===== config.mk =====
export PLATFORM = sky130hd
export DESIGN_NAME = regfile_wb_arbiter_flat
export DESIGN_NICKNAME = d
export VERILOG_FILES = /design/src/rtl/regfile_wb_arbiter_if.sv /design/src/rtl/regfile_wb_arbiter.sv /design/src/flat_wrapper.sv
export SDC_FILE = /design/constraint.sdc
export NUM_CORES = 1
export LEC_CHECK = 0
export ABC_CLOCK_PERIOD_IN_PS = 3300
export BUFFER_PORTS_ARGS = -buffer_cell sky130_fd_sc_hd__buf_2
export CAP_MARGIN = 10
export CELL_PAD_IN_SITES_DETAIL_PLACEMENT = 0
export CELL_PAD_IN_SITES_GLOBAL_PLACEMENT = 1
export CORE_MARGIN = 2
export CORE_UTILIZATION = 46
export DETAILED_ROUTE_END_ITERATION = 12
export PLACE_DENSITY = 0.77
export SETUP_SLACK_MARGIN = 0.4
export SLEW_MARGIN = 5
export SYNTH_ARGS = -nofsm -noshare
export SYNTH_HDL_FRONTEND = slang
export SYNTH_SLANG_ARGS = --single-unit

===== constraint.sdc =====
create_clock -name clk -period 3.3 [get_ports clk]
set_input_delay 0.33 -clock clk [delete_from_list [all_inputs] [get_ports clk]]
set_output_delay 0.33 -clock clk [all_outputs]
set_load 0.01 [all_outputs]

===== src/rtl/regfile_wb_arbiter_if.sv =====
// Writeback bus between the ALU/load/issue stages and the register-file write-port arbiter.
// The master drives requests and issue info; the slave (arbiter) returns ready, write port and scoreboard.
interface regfile_wb_arbiter_if;
    logic        alu_valid;
    logic        alu_ready;
    logic [4:0]  alu_rd;
    logic [31:0] alu_data;
    logic        ld_valid;
    logic        ld_ready;
    logic [4:0]  ld_rd;
    logic [31:0] ld_data;
    logic        issue_valid;
    logic [4:0]  issue_rd;
    logic        we3;
    logic [4:0]  a3;
    logic [31:0] wd3;
    logic [31:0] busy;
    logic        idle;

    modport master (
        output alu_valid, alu_rd, alu_data,
        output ld_valid, ld_rd, ld_data,
        output issue_valid, issue_rd,
        input  alu_ready, ld_ready,
        input  we3, a3, wd3, busy, idle
    );

    modport slave (
        input  alu_valid, alu_rd, alu_data,
        input  ld_valid, ld_rd, ld_data,
        input  issue_valid, issue_rd,
        output alu_ready, ld_ready,
        output we3, a3, wd3, busy, idle
    );
endinterface


===== src/rtl/regfile_wb_arbiter.sv =====
// Writeback arbiter + busy scoreboard for the register file's single write port (a3/we3/wd3).
// Latency: push at edge N, earliest registered write-port output after edge N+1; one write per cycle.
// Backpressure: per-source ready = FIFO not full (no ready-through-pop). WB_ARB_LOAD_PRIO_EN gives load fixed priority.

module fifo_sync #(
    parameter int W     = 37,
    parameter int DEPTH = 2
) (
    input  logic         clk,
    input  logic         reset,
    input  logic         push,
    input  logic [W-1:0] push_dat,
    input  logic         pop,
    output logic [W-1:0] head_dat,
    output logic         full,
    output logic         empty
);
    localparam int AW = $clog2(DEPTH);

    logic [W-1:0] mem [DEPTH];
    logic [AW:0]  wptr;
    logic [AW:0]  rptr;

    // Extra wrap bit distinguishes full from empty when the index bits match.
    assign full     = (wptr[AW-1:0] == rptr[AW-1:0]) && (wptr[AW] != rptr[AW]);
    assign empty    = (wptr == rptr);
    assign head_dat = mem[rptr[AW-1:0]];

    always_ff @(posedge clk) begin
        if (push && !full) begin
            mem[wptr[AW-1:0]] <= push_dat;
        end
    end

    always_ff @(posedge clk) begin
        if (reset) begin
            wptr <= '0;
            rptr <= '0;
        end else begin
            if (push && !full) begin
                wptr <= wptr + 1'b1;
            end
            if (pop && !empty) begin
                rptr <= rptr + 1'b1;
            end
        end
    end
endmodule

module regfile_wb_arbiter #(
    parameter int QDEPTH = 2
) (
    input  logic                 clk,
    input  logic                 reset,
    regfile_wb_arbiter_if.slave  bus
);
    typedef struct packed {
        logic [4:0]  rd;
        logic [31:0] data;
    } wb_entry_t;

    localparam int EW = $bits(wb_entry_t);

    wb_entry_t   alu_in;
    wb_entry_t   ld_in;
    wb_entry_t   alu_head;
    wb_entry_t   ld_head;
    logic        alu_full;
    logic        alu_empty;
    logic        ld_full;
    logic        ld_empty;
    logic        grant_alu;
    logic        grant_ld;
    logic        last_grant;
    logic        we3_q;
    logic [4:0]  a3_q;
    logic [31:0] wd3_q;
    logic [31:0] busy_q;
    logic [31:0] busy_next;
    wb_entry_t   win;

    assign alu_in = '{rd: bus.alu_rd, data: bus.alu_data};
    assign ld_in  = '{rd: bus.ld_rd,  data: bus.ld_data};

    fifo_sync #(.W(EW), .DEPTH(QDEPTH)) u_alu_fifo (
        .clk      (clk),
        .reset    (reset),
        .push     (bus.alu_valid),
        .push_dat (alu_in),
        .pop      (grant_alu),
        .head_dat (alu_head),
        .full     (alu_full),
        .empty    (alu_empty)
    );

    fifo_sync #(.W(EW), .DEPTH(QDEPTH)) u_ld_fifo (
        .clk      (clk),
        .reset    (reset),
        .push     (bus.ld_valid),
        .push_dat (ld_in),
        .pop      (grant_ld),
        .head_dat (ld_head),
        .full     (ld_full),
        .empty    (ld_empty)
    );

    always_comb begin
        grant_ld  = 1'b0;
        grant_alu = 1'b0;
`ifdef WB_ARB_LOAD_PRIO_EN
        grant_ld  = !ld_empty;
`else
        // On a tie, the source not granted last time wins.
        grant_ld  = !ld_empty && (alu_empty || !last_grant);
`endif
        grant_alu = !alu_empty && !grant_ld;
        win       = grant_ld ? ld_head : alu_head;
    end

    always_ff @(posedge clk) begin
        if (reset) begin
            last_grant <= 1'b1;
            we3_q      <= 1'b0;
            a3_q       <= '0;
            wd3_q      <= '0;
        end else if (grant_alu || grant_ld) begin
            last_grant <= grant_ld;
            we3_q      <= (win.rd != 5'd0);
            a3_q       <= win.rd;
            wd3_q      <= win.data;
        end else begin
            we3_q      <= 1'b0;
        end
    end

    // Set is applied after clear so a re-issue on the retiring edge keeps the bit.
    always_comb begin
        busy_next = busy_q;
        if (we3_q) begin
            busy_next[a3_q] = 1'b0;
        end
        if (bus.issue_valid && (bus.issue_rd != 5'd0)) begin
            busy_next[bus.issue_rd] = 1'b1;
        end
        busy_next[0] = 1'b0;
    end

    always_ff @(posedge clk) begin
        if (reset) begin
            busy_q <= '0;
        end else begin
            busy_q <= busy_next;
        end
    end

    assign bus.alu_ready = !alu_full;
    assign bus.ld_ready  = !ld_full;
    assign bus.we3       = we3_q;
    assign bus.a3        = a3_q;
    assign bus.wd3       = wd3_q;
    assign bus.busy      = busy_q;
    assign bus.idle      = alu_empty && ld_empty && !we3_q;
endmodule

===== src/flat_wrapper.sv =====
// flat-port wrapper written by rule: the top's interface ports become plain ports
module regfile_wb_arbiter_flat 
#(
    parameter int QDEPTH = 2
)
  (clk, reset, bus_alu_valid, bus_alu_rd, bus_alu_data, bus_ld_valid, bus_ld_rd, bus_ld_data, bus_issue_valid, bus_issue_rd, bus_alu_ready, bus_ld_ready, bus_we3, bus_a3, bus_wd3, bus_busy, bus_idle);
  regfile_wb_arbiter_if bus_i ();
  input  logic clk;
  input  logic reset;
  input wire logic [$bits(bus_i.alu_valid)-1:0] bus_alu_valid;
  input wire logic [$bits(bus_i.alu_rd)-1:0] bus_alu_rd;
  input wire logic [$bits(bus_i.alu_data)-1:0] bus_alu_data;
  input wire logic [$bits(bus_i.ld_valid)-1:0] bus_ld_valid;
  input wire logic [$bits(bus_i.ld_rd)-1:0] bus_ld_rd;
  input wire logic [$bits(bus_i.ld_data)-1:0] bus_ld_data;
  input wire logic [$bits(bus_i.issue_valid)-1:0] bus_issue_valid;
  input wire logic [$bits(bus_i.issue_rd)-1:0] bus_issue_rd;
  output wire logic [$bits(bus_i.alu_ready)-1:0] bus_alu_ready;
  output wire logic [$bits(bus_i.ld_ready)-1:0] bus_ld_ready;
  output wire logic [$bits(bus_i.we3)-1:0] bus_we3;
  output wire logic [$bits(bus_i.a3)-1:0] bus_a3;
  output wire logic [$bits(bus_i.wd3)-1:0] bus_wd3;
  output wire logic [$bits(bus_i.busy)-1:0] bus_busy;
  output wire logic [$bits(bus_i.idle)-1:0] bus_idle;
  assign bus_i.alu_valid = bus_alu_valid;
  assign bus_i.alu_rd = bus_alu_rd;
  assign bus_i.alu_data = bus_alu_data;
  assign bus_i.ld_valid = bus_ld_valid;
  assign bus_i.ld_rd = bus_ld_rd;
  assign bus_i.ld_data = bus_ld_data;
  assign bus_i.issue_valid = bus_issue_valid;
  assign bus_i.issue_rd = bus_issue_rd;
  assign bus_alu_ready = bus_i.alu_ready;
  assign bus_ld_ready = bus_i.ld_ready;
  assign bus_we3 = bus_i.we3;
  assign bus_a3 = bus_i.a3;
  assign bus_wd3 = bus_i.wd3;
  assign bus_busy = bus_i.busy;
  assign bus_idle = bus_i.idle;
  regfile_wb_arbiter #(.QDEPTH(QDEPTH)) u_core (.clk(clk), .reset(reset), .bus(bus_i));
endmodule

### Word-level counts from Yosys, hierarchy flattened

Memory sizes are Yosys's and may differ from the RTL's. A register that Yosys moved wholly into a read port is not among the register bits.
Index checks and enable logic that the tools add are counted.

| cells by class | value |
|---|---|
| add/sub/neg operators | 4 |
| $lt $le $gt $ge | 4 |
| equality and inequality tests | 6 |
| muxes and demuxes | 15 |
| bitwise operators | 4 |
| reduce and logical (&&, ||, !) cells | 25 |

Operator list:

| operator | number |
|---|---|
| $mux W32 | 2 |
| $mux W37 | 1 |
| $and A32 B32 Y32 | 1 |
| $not A32 Y32 | 1 |
| $or A32 B32 Y32 | 1 |
| $logic_and A1 B1 Y1 | 13 |
| $lt A5 B6 Y1 const B | 2 |
| $demux W1 S5 | 2 |
| $ge A5 B1 Y1 const B | 2 |
| $mux W1 | 10 |
| $reduce_bool A5 Y1 | 2 |
| $add A2 B1 Y2 const B | 4 |
| $logic_not A1 Y1 | 7 |
| $eq A2 B2 Y1 | 2 |
| $eq A1 B1 Y1 | 2 |
| $logic_or A1 B1 Y1 | 2 |
| $ne A1 B1 Y1 | 2 |
| $reduce_or A2 Y1 | 1 |
| $not A1 Y1 | 1 |

| storage, ports and cells | value |
|---|---|
| flip-flop bits (word level) | 79 |
| bits in writable memories | 148 |
| input port bits | 84 |
| output and inout port bits | 73 |
| word-level logic and storage cells | 70 |
| memories kept | 2 |

Memories:

| memory | depth | bits a word | read ports | clocked after Yosys merged registers in | write ports | RTL line | source |
|---|---|---|---|---|---|---|---|
| u_core.u_alu_fifo.mem | 2 | 37 | 1 | 1 | 1 | regfile_wb_arbiter.sv:20 | `logic [W-1:0] mem [DEPTH];` |
| u_core.u_ld_fifo.mem | 2 | 37 | 1 | 1 | 1 | regfile_wb_arbiter.sv:20 |  |

### Depth between registers and ports, before layout

Gate-level depths: netlist of run 1.

| depth | value |
|---|---|
| depth in word-level cells | 9 |
| depth in mapped cells | 6 |
| mapped depth without buffers | 4 |

### Hierarchy

From an unflattened synthesis of run 1, not the netlist that was laid out.

| second synthesis, totals | value |
|---|---|
| cells, all modules | 683 |
| area total of the unflattened synthesis | 9472.8 um2 |

By module, submodules not included:

| module | instances | cells each | area an instance (um2) | seq. area each (um2) |
|---|---|---|---|---|
| fifo_sync | 2 | 148 | 2942.8 | 2322.2 |
| regfile_wb_arbiter | 1 | 387 | 3587.2 | 1401.3 |

### Worst setup path before layout of run 1

No wires, ideal clock.

| timing path | value |
|---|---|
| path kind | register to register |
| from | register u_core.u_ld_fifo.rptr[1] |
| to | memory u_core.u_ld_fifo.mem[0][0], enable pin |
| setup time | 0.431 ns |
| data arrival time | 2.464 ns |
| data required time | 2.869 ns |
| path slack | 0.404 ns |
| stages on the path, launching flop included | 4 |
| buffers on the path | 0 |
| clock period less this slack | 2.896 ns |
| cell sequence | dfxtp_1 xnor2_2 o21ai_0 nor2_1 |

| on the way | value |
|---|---|
| cells in the longest elaborated chain, start to end | 6 |

RTL lines:

| what | RTL line | source |
|---|---|---|
| from (decl) | regfile_wb_arbiter.sv:22 | `logic [AW:0] rptr;` |
| from (signal assigned) | regfile_wb_arbiter.sv:44 | `rptr <= rptr + 1'b1;` |
| $ne A1 B1 Y1 | regfile_wb_arbiter.sv:25 | `assign full = (wptr[AW-1:0] == rptr[AW-1:0]) && (wptr[AW] != rptr[AW]);` |
| $logic_and A1 B1 Y1 | regfile_wb_arbiter.sv:25 |  |
| $logic_not A1 Y1 | regfile_wb_arbiter.sv:30 | `if (push && !full) begin` |
| $logic_and A1 B1 Y1 | regfile_wb_arbiter.sv:30 |  |
| $mux W1 | regfile_wb_arbiter.sv:30 |  |
| $mux W1 (not written as such) | regfile_wb_arbiter.sv:31 | `mem[wptr[AW-1:0]] <= push_dat;` |
| to (decl) | regfile_wb_arbiter.sv:20 |  |

Every way passes these cells.

### Final worst setup path of run 1

| timing path | value |
|---|---|
| from | register u_core.u_ld_fifo.wptr[0] |
| to | output bus_idle |

| on the way | value |
|---|---|
| cells in the longest elaborated chain, start to end | 3 |

RTL lines:

| what | RTL line | source |
|---|---|---|
| from (decl) | regfile_wb_arbiter.sv:21 | `logic [AW:0] wptr;` |
| from (signal assigned) | regfile_wb_arbiter.sv:41 | `wptr <= wptr + 1'b1;` |
| $eq A2 B2 Y1 | regfile_wb_arbiter.sv:26 | `assign empty = (wptr == rptr);` |
| $logic_and A1 B1 Y1 (2 in series) | regfile_wb_arbiter.sv:162 | `assign bus.idle = alu_empty && ld_empty && !we3_q;` |
| to (decl) | flat_wrapper.sv:24 | `output wire logic [$bits(bus_i.idle)-1:0] bus_idle;` |

Every way passes these cells.

==> results of run 1 <==
[logic make-up after synthesis]
logic type             Yosys count
AO/OA/AOI/OAI                  159
XOR/XNOR                        12
other                            1
flip-flops                     228
AND/OR/NAND/NOR                 92
multiplexers                    75
buffers and inverters           39
[state kept, by name, indices dropped and copies added (netlist names), named ones only]
register and cells:
u_core.u_alu_fifo.mem 74, u_core.u_ld_fifo.mem 74, u_core.bus.wd3 32, u_core.bus.busy 31, u_core.bus.a3 5, u_core.u_alu_fifo.rptr 2
u_core.u_alu_fifo.wptr 2, u_core.u_ld_fifo.rptr 2, u_core.u_ld_fifo.wptr 2, u_core.bus.we3 1, u_core.last_grant 1
[placed cells by master (no fill, tap or decap), drive strengths merged, types with 2 or more instances in the layout]
cell and n:
o21bai 36, nand4 2, dlygate4sd3 33, and3 2
nor2 18, inv 3, or4 2, clkbuf 31
buf 166, a221oi 36, clkinv 9, mux2i 74
a21oi 42, nand2 42, nand3 5, and3b 2
nor4 2, or3 2, nor3b 4, clkinvlp 2
dfxtp 80, bufinv 2, or3b 2, nor3 2
o211ai 2, nand3b 5, o21ai 38, edfxtp 148
xor2 8, xnor2 4
[cell type report]
| type | instances | area share (%) |
|---|---|---|
| inverters | 3 | 0.1022 |
| clock inverters | 13 | 1.249 |
| diodes | 1 | 0.02270 |
| multi-input cells | 339 | 23.84 |
| clock buffers | 31 | 6.073 |
| flip-flops and latches | 228 | 54.87 |
| well taps | 260 | 2.951 |
| repair buffers | 199 | 10.90 |
[stage by stage]
stage	area, um2	std cells	hold WS, ns	power (mW)	utilization [%]
after floorplan	8860	606	0.4289	6.196	-
after global placement	9883	996	0.4612	7.013	52.49
after detailed placement	9883	996	0.4708	7.116	52.49
after CTS	11020	1073	0.0002049	9.839	58.52
after global routing	11020	1074	0.0004222	10.23	58.54
final	11020	1074	0.01686	9.770	58.54
[power breakdown]
group          switching (mW)  internal (mW)
combinational            1.83           1.13
clock                    1.10           1.60
sequential              0.436           3.67
total                    3.37           6.40
[path summary, 6_finish.rpt]
check / slack [ns] / from / depth (start not counted) / endpoint
hold reg to reg: 0.48 / u_core.bus.busy[16] / 2 / u_core.bus.busy[16]
setup / recovery: 1.00 / u_core.u_ld_fifo.wptr[0] / 5 / bus_idle
setup reg to reg: 1.12 / u_core.u_alu_fifo.rptr[1] / 4 / u_core.u_alu_fifo.mem[0][24]
hold / removal: 0.02 / bus_ld_data[7] / 1 / u_core.u_ld_fifo.mem[0][7]
[metal layers]
layer	track usage (%)	share of wire [%]	wire length, um
met1	24.94	41	8358
met2	35.70	51	10350
met3	3.555	6.6	1358
met4	5.888	2.0	414
met5	0	0	0
==> impl_results.md, run 1 <==
* Most common library cells after synthesis: edfxtp_1 (148), dfxtp_1 (80), mux2i_1 (74), nand2_1 (42), a21oi_1 (41)
* Hold buffers post-CTS at 33
* Rows at 50
* Gr usage total at 20.01%
* First-pass GRT wire length at between 30,000 and 40,000 um
* Worst setup path class: register to output port
* Mux cell area share after synthesis at 8.488%
* Initial Utilization at around 47%
* Antenna viol nets, final at 0
* DR vias/cell at around 5.4
* CP endpoint kind: output port
* Port Buffers at 155
* Clock Path Buffers at 3
* Post-CTS Resized at 0
* GRT overflow at 0
* Critical Path Fanout Max at 20
* Run status: complete, no violations
* Arrival time worst endpoint at roughly 2 ns
* Min-Delay Path Class: primary input to register
* Critical path's top delay family: flip-flops
* Die Area at 20,390 um2
* WL final at around 20,000 um
* Nets@finish at between 800 and 900
* Boundary Pins at about 160
* Placer Congestion at about 0.81
* Top cells by area, synth: edfxtp_1 (50%), dfxtp_1 (18%), mux2i_1 (8.4%), a221oi_2 (5.1%), o21bai_1 (3.1%)
* Yosys top cell area share at around 50%
* Die Wd at about 140 um
* Worst-Skew Late Latency at 0.52 ns
* Mapped Cells at ~600
* PwrDens at 886.3 nW/um2
* Cts bufs inserted at 24
* Cell accounting for the most synthesized area: edfxtp_1
* Synth Area in XOR/XNOR at under 10%
* Final setup vio count at 0
* H-tree depth at 1
* Sum of negative setup slack at 0 ns
* Avg WL per Cell at approximately 19 um
* Initial DRT Pass Iterations at 5
* Fill count at 1,446
* Worst Path Buf+Inv at 2
* Most frequent cell after synthesis: edfxtp_1
* Slew headroom at between 20% and 30%
* Area occupied by multi-input gates at 2628 um2
* Main synth FF type: edfxtp_1
* Sequential share of the synthesized area at 68.24%
* Final-report hold violation count at 0
* Final min period at between 2 and 2.5 ns
* Syn_nets at 690
* Mapped Area at between 8000 and 9000 um2
* Peak VDD IR at roughly 630 uV
* Worst EP required at between 2 and 3 ns
* Final Max Slew Viols at 0
* Reg area at a little over 6000 um2
* Largest net degree at the start of global routing at 52
* Clk slew on worst S/H paths at around 0.06 ns
* Number of max-cap violations at 0
* Syn Area/Cell at between 10 and 15 um2
* Seq cells post-synth at 228
* # clock sinks at approximately 230
* Async set-or-reset flop fraction in the synthesized netlist at 0%
* CTS Root Cell: clkbuf_16
* Area delta synth->final at 24.42%
* Final WS setup at roughly 1 ns
* Vias in the first global route at around 6,100
* Pre-CTS setup slack at around 1.1 ns
* Detailed placer's ending HPWL at 13,660 um
* Core Region at 18,830 um2
* Initial antenna violation count at 1
* Post-CTS Setup Inserts at 0
* RSZ-0062 raised after global routing: false
* Share of cells above drive strength 1 at between 30% and 40%
* Clock skew at between 0.02 and 0.025 ns
* Fmax at around 440 MHz
* Post-Synth Adder-Cell Area at 0%
* Residual DRC count at 0
* Worst Tran Pin Value at around 1.1 ns
* CTS tree: done
* Static Leakage at 4.119 nW
* Netlist cell types at between 40 and 50
* Simple-gate share of the synthesized area at under 10%
* Iteration-0 DRC Markers at ~300
* CP cell instances: xnor2_2 -> nand4_2 -> buf_4 -> nor2_1 -> buf_2
* Largest family of logic cells by synthesized area: compound AO/OA/AOI/OAI gates
* Final Cycle Share at 69.57%
* Post-synth EDFFs at 148
* Synth warnings at 0
* Slowest cell on the critical path: dfxtp_1
* Compound-cell area share of the yosys netlist at between 10 and 15%
* Die Y at 142.8 um
* Routed via count at about 5,700
* Slowest stage delay, CP at 0.40 ns
* Critical Path Source Type: register
No activity file was read; power rests on OpenSTA's default activity.
==> run 2, diff against run 1 <==
Settings changed: ABC_AREA set to 1, ABC_CLOCK_PERIOD_IN_PS 3300 to 1900, CORE_UTILIZATION 46 to 40, PLACE_DENSITY 0.77 to 0.72.
Clock period 3.3 ns to 1.9 ns, I/O delays scaled along.
==> run 2 against run 1 <==
Cell count grew 20%. Largest power group is now combinational cells. Die area grew 12%. Sequential power grew 63%. Power grew 90%. Critical path depth grew 1. Largest cell class unchanged. Final area grew 15%.
==> impl_results.md, run 2 <==
* Fill count at roughly 1,700
* Sum of negative setup slack at 0 ns
* Initial antenna violation count at 1
* Area occupied by multi-input gates at roughly 2600 um2
* Flop-to-flop setup slack at 0.19 ns
* Worst Path Buf+Inv at 2
* Gr usage total at roughly a fifth
* Most frequent cell after synthesis: edfxtp_1
* Hold path depth at 4
* Reg area at ~6100 um2
* Clock skew at ~0.014 ns
* CP endpoint kind: output port
* Run status: complete, no violations
* Boundary Pins at ~160
* Sequential share of the synthesized area at a little over two thirds
* Detailed placer's ending HPWL at roughly 13,000 um
* Main synth FF type: edfxtp_1
* WL final at around 24,000 um
* Clk slew on worst S/H paths at ~0.06 ns
* Worst EP required at about 1.7 ns
* Top cells by area, synth: edfxtp_1 (52%), dfxtp_1 (19%), nand2_1 (5.6%), mux2_2 (4.7%), mux2i_1 (3.9%)
* Die Y at between 150 and 200 um
* Worst setup path class: register to output port
* Arrival time worst endpoint at about 1.5 ns
* Antenna viol nets, final at 0
* Largest net degree at the start of global routing at 38
* Clock Path Buffers at 3
* Final-report hold violation count at 0
* FF-to-FF End: u_core.bus.wd3[4]
* Residual DRC count at 0
* Nets@finish at approximately 1,100
* Share of cells above drive strength 1 at ~36%
* RSZ-0062 raised after global routing: true
* Slowest stage delay, CP at 0.36 ns
* Area delta synth->final at 47.39%
* Synth warnings at 0
* Antenna cells at 0
* Placed Area at approximately 9900 um2
* Initial Utilization at 40.87%
* Initial DRT Pass Iterations at 5
* Fmax at around 580 MHz
* Mapped Area at between 8000 and 9000 um2
* Critical path's top delay family: flip-flops
* First-pass GRT wire length at approximately 34,000 um
* Static Leakage at slightly above 5 nW
* Slew headroom at between 60% and 70%
* Port Buffers at approximately 160
* Cell accounting for the most synthesized area: edfxtp_1
* Netlist cell types at 26
* PwrDens at ~1500 nW/um2
* Vias in the first global route at between 6,000 and 7,000
* CTS Root Cell: clkbuf_16
* CP cell instances: xnor2_4 -> nand2_4 -> nor2_8 -> inv_2 -> nor2_2 -> buf_2
* Final Max Slew Viols at 0
* Hold_ws at roughly 0.074 ns
* Peak VDD IR at 1045 uV
* Commonest non-fill, non-tap cell in the layout: buf_2
* H-tree depth at 1
* DR vias/cell at around 4.9
* Most frequent cells in the layout: buf_2 (153), edfxtp_1 (148), nand2_1 (114)
* Iteration-0 DRC Markers at 397
* Reg2reg path depth at 8
* Final Cycle Share at slightly above 90%
* Min-Delay Path Class: primary input to register
* Worst Tran Pin Value at ~0.54 ns
* CTS tree: done
* # clock sinks at between 200 and 250
* Mapped Cells at 685
* Seq cells post-synth at 228
* Syn_nets at between 700 and 800
* Die Area at around 23,000 um2
* Syn Area/Cell at ~13 um2
* Slowest cell on the critical path: dfxtp_4
* Critical Path Source Type: register
* Final setup vio count at 0
* Routed via count at roughly 6,400
* Core Region at 21,090 um2
* Worst-Skew Late Latency at around 0.52 ns
* Rows at 53
* Avg WL per Cell at around 18 um
* Placer Congestion at 0.7605
* Hold Path Sink: u_core.bus.busy[2]
* Post-synth EDFFs at ~150
* Final min period at between 1.5 and 2 ns
* Yosys top cell area share at 51.57%
* Design Power at around 19 mW
* Die Wd at about 150 um
* GRT overflow at 0
* Most common library cells after synthesis: edfxtp_1 (148), nand2_1 (129), dfxtp_1 (80), a21oi_1 (61), o21ai_0 (61)
* Final instance area at around 13,000 um2
* RR Startpoint: u_core.u_ld_fifo.wptr[1]
* Cts bufs inserted at 24
* HP Start: bus_issue_rd[4]
* WP depth at 6
* Async set-or-reset flop fraction in the synthesized netlist at 0%
* Number of max-cap violations at 0
* Critical Path Fanout Max at 2
run 2: changes by cell type after synthesis, sizes merged, moves of 35 or more:
cell	before	now
a221oi	36	0
mux2	1	36
mux2i	74	34
nand2	42	135
o21ai	38	89
o21bai	36	0
run 2: tightest hold or removal path, cell delays in order:
cell and delay (ns):
buf_2 0.13, nor3_1 0.09, nand2_1 0.07, a21oi_1 0.05
run 2: cell families after synthesis:
family                 count (synthesis)  synth area share [%]
buffers and inverters                 57                 3.252
flip-flops                           228                 70.15
AO/OA/AOI/OAI                        151                 8.783
XOR/XNOR                               2                0.2033
AND/OR/NAND/NOR                      176                 8.914
multiplexers                          70                 8.653
other                                  1               0.04351
run 2: how the worst max path moves through the flow:
stage / from / slack [ns] / end
4_1_cts: u_core.u_ld_fifo.rptr[1] / 0.13 / bus_idle
6_report: u_core.u_ld_fifo.wptr[1] / 0.17 / bus_idle
5_1_grt: u_core.u_ld_fifo.wptr[1] / 0.10 / bus_idle
2_1_floorplan: u_core.u_ld_fifo.wptr[0] / 0.1 / u_core.u_ld_fifo.mem[1][0]
3_5_place_dp: u_core.u_alu_fifo.wptr[0] / 0.17 / u_core.bus.wd3[25]
3_3_place_gp: u_core.u_alu_fifo.wptr[0] / 0.24 / u_core.bus.wd3[16]
run 2: power breakdown:
part / internal (mW) / switching [mW]
clock network: 2.77 / 1.88
registers: 6.20 / 0.502
logic: 3.47 / 3.75
total: 12.4 / 6.14
run 2: final cells by class:
class | count | share of cell area, %
timing repair inverter | 1 | 0.06895
timing repair buffer | 308 | 21.80
tap | 275 | 2.709
multi-input combinational | 404 | 20.11
sequential | 228 | 47.81
clock buffer | 40 | 6.078
inverter | 30 | 1.172
clock inverter | 4 | 0.2463
run 2: what timing repair did:
item,CTS,global route
gates resized for setup,66,40
setup buffers,26,11
setup endpoints to repair,138,174
cloned,14,14
hold endpoints to repair,149,0
pin swaps,15,10
hold buffers,75,0
run 2: metal layers:
metal	up-vias	part of all wire (%)	GRT usage (%)
met5	-	0.055	0
met1	3039	42	25.71
met2	218	50	33.41
li1	3086	-	-
met3	33	6.7	3.855
met4	2	1.9	3.972
run 2: metrics by stage:
step | util, % | std cells | setup WS, ns
2_1_floorplan | - | 685 | 0.09747
3_3_place_gp | 46.94 | 1106 | 0.2373
3_5_place_dp | 46.94 | 1106 | 0.1668
4_1_cts | 57.75 | 1265 | 0.1275
5_1_grt | 60.24 | 1290 | 0.1018
6_report | 60.24 | 1290 | 0.1670
==> run 3, diff against run 2 <==
Settings changed: ABC_AREA 1 to not set, CORE_UTILIZATION 40 to 41.
==> run 3 against run 2 <==
Die area grew 0.29%. Clock power shrank 2%. Final area grew 5.3%. Register-to-register slack lost 0.095 ns.
==> impl_results.md, run 3 (synthesis gave the netlist of run 1 again) <==
* Run status: complete, no violations
* Final setup vio count at 0
* Nets@finish at roughly 1,000
* Static Leakage at 5.115 nW
* HP Start: bus_issue_rd[3]
* Core Region at between 20,000 and 25,000 um2
* Share of cells above drive strength 1 at about 40%
* Die Wd at roughly 150 um
* Vias in the first global route at 6,569
* Avg WL per Cell at around 22 um
* WL final at roughly 26,000 um
* DR vias/cell at between 5 and 6
* Placed insts at between 1,000 and 1,500
* Number of max-cap violations at 0
* Peak VDD IR at 1056 uV
* Worst setup path class: register to register
* Clock Path Buffers at 3
* Antenna viol nets, final at 0
* Routed via count at 6,557
* Initial Utilization at between 40% and 50%
* Fmax at 553.9 MHz
* Slew headroom at ~47%
* Iteration-0 DRC Markers at between 500 and 600
* Final min period at around 1.8 ns
* Design Power at around 22 mW
* Clk slew on worst S/H paths at 0.06 ns
* Detailed placer's ending HPWL at 14,000 um
* Worst EP required at 2.17 ns
* Initial antenna violation count at 0
* Antenna cells at 0
* Commonest non-fill, non-tap cell in the layout: buf_2
* Cts bufs inserted at 24
* Placer Congestion at between 0.8 and 0.9
* Critical Path Fanout Max at 10
* Die Y at 151 um
* Gr usage total at a little over a fifth
* Boundary Pins at 157
* GRT overflow at 0
* First-pass GRT wire length at roughly 36,000 um
* Fill count at about 1,500
* PwrDens at approximately 1600 nW/um2
* Util after Layout at between 60% and 70%
* Final-report hold violation count at 0
* CP endpoint kind: register
* Most frequent cells in the layout: buf_2 (152), edfxtp_1 (148), mux2i_1 (74), dlygate4sd3_1 (74), dfxtp_1 (66)
* Worst-Skew Late Latency at 0.51 ns
* Die Area at between 20,000 and 25,000 um2
* Final Cycle Share at 95.02%
* RSZ-0062 raised after global routing: true
* # clock sinks at approximately 230
* Residual DRC count at 0
* Hold_ws at 0.1159 ns
* Port Buffers at approximately 160
* Area delta synth->final at 50.90%
* Critical Path Source Type: register
* Largest net degree at the start of global routing at 32
* Clock skew at approximately 0.010 ns
* Final Max Slew Viols at 0
* Rows at 53
* Worst Tran Pin Value at 0.7966 ns
* Arrival time worst endpoint at slightly above 2 ns
* CTS tree: done
* Min-Delay Path Class: primary input to register
* H-tree depth at 1
* Final cell count without fillers at about 1,200
* CP startpoint: u_core.u_ld_fifo.wptr[0]
* CTS Root Cell: clkbuf_16
* RR Startpoint: u_core.u_ld_fifo.wptr[0]
* Initial DRT Pass Iterations at 5
-- run 3: changes by cell type in the layout (fill, tap and decap cells not counted), moves of 14 or more --
cell and change:
a221oi_2 +32, mux2i_1 +40, inv_1 -17, o21ai_0 -14, o21bai_1 +36, o21ai_1 -37, a21oi_1 -22, nand3_1 -15
nand2_1 -75, mux2_2 -36
-- run 3: final cells by class --
class                      instances  area (um2)  share of cell area [%]
inverter                           3       18.77                  0.1404
clock buffer                      35       703.2                   5.260
multi-input combinational        339        2925                   21.88
clock inverter                     9       75.07                  0.5615
timing repair buffer             334        3219                   24.08
sequential                       228        6083                   45.50
tap                              275       344.1                   2.574
-- run 3: power by group --
part / total, mW / internal (mW) / switching (mW)
clock network: 4.57 / 2.70 / 1.87
registers: 7.09 / 6.41 / 0.683
logic: 10.0 / 5.09 / 4.94
total: 21.7 / 14.2 / 7.49
-- run 3: timing repair --
action | CTS | global route
hold buffers | 74 | 0
hold endpoints to repair | 148 | 0
pin swaps | 16 | 38
resized for setup | 60 | 55
gates cloned | 16 | 17
buffers inserted | 36 | 12
setup endpoints to repair | 190 | 212
-- run 3: metal layers --
layer,global-route usage (%),up-vias,share of wire (%)
li1,-,2980,-
met1,25.85,3242,40
met2,37.41,283,50
met3,5.090,52,7.9
met4,6.308,0,2.0
met5,0,-,0
-- run 3: worst max-delay path, stage by stage (launching register included) --
cell        delay [ns]
dfxtp_4           0.36
buf_6             0.13
xor2_4            0.18
o211ai_1          0.22
buf_4             0.17
clkinvlp_4        0.17
buf_6             0.17
buf_12            0.14
-- run 3: final timing paths --
kind	to	cells past startpoint	slack (ns)
setup / recovery	u_core.u_ld_fifo.mem[1][25]	7	0.09
hold / removal	u_core.bus.busy[21]	4	0.12
setup reg to reg	u_core.u_ld_fifo.mem[1][25]	7	0.09
hold reg to reg	u_core.bus.busy[28]	2	0.48
-- run 3: per-stage QoR --
step           worst slack [ns]  TNS [ns]  cell area (um2)
2_1_floorplan         -0.001881  -0.06960             8937
3_3_place_gp            0.06183         0            10120
3_5_place_dp            0.04004         0            10120
4_1_cts                  0.1912         0            12630
5_1_grt                 0.05445         0            13370
6_report                0.09471         0            13370
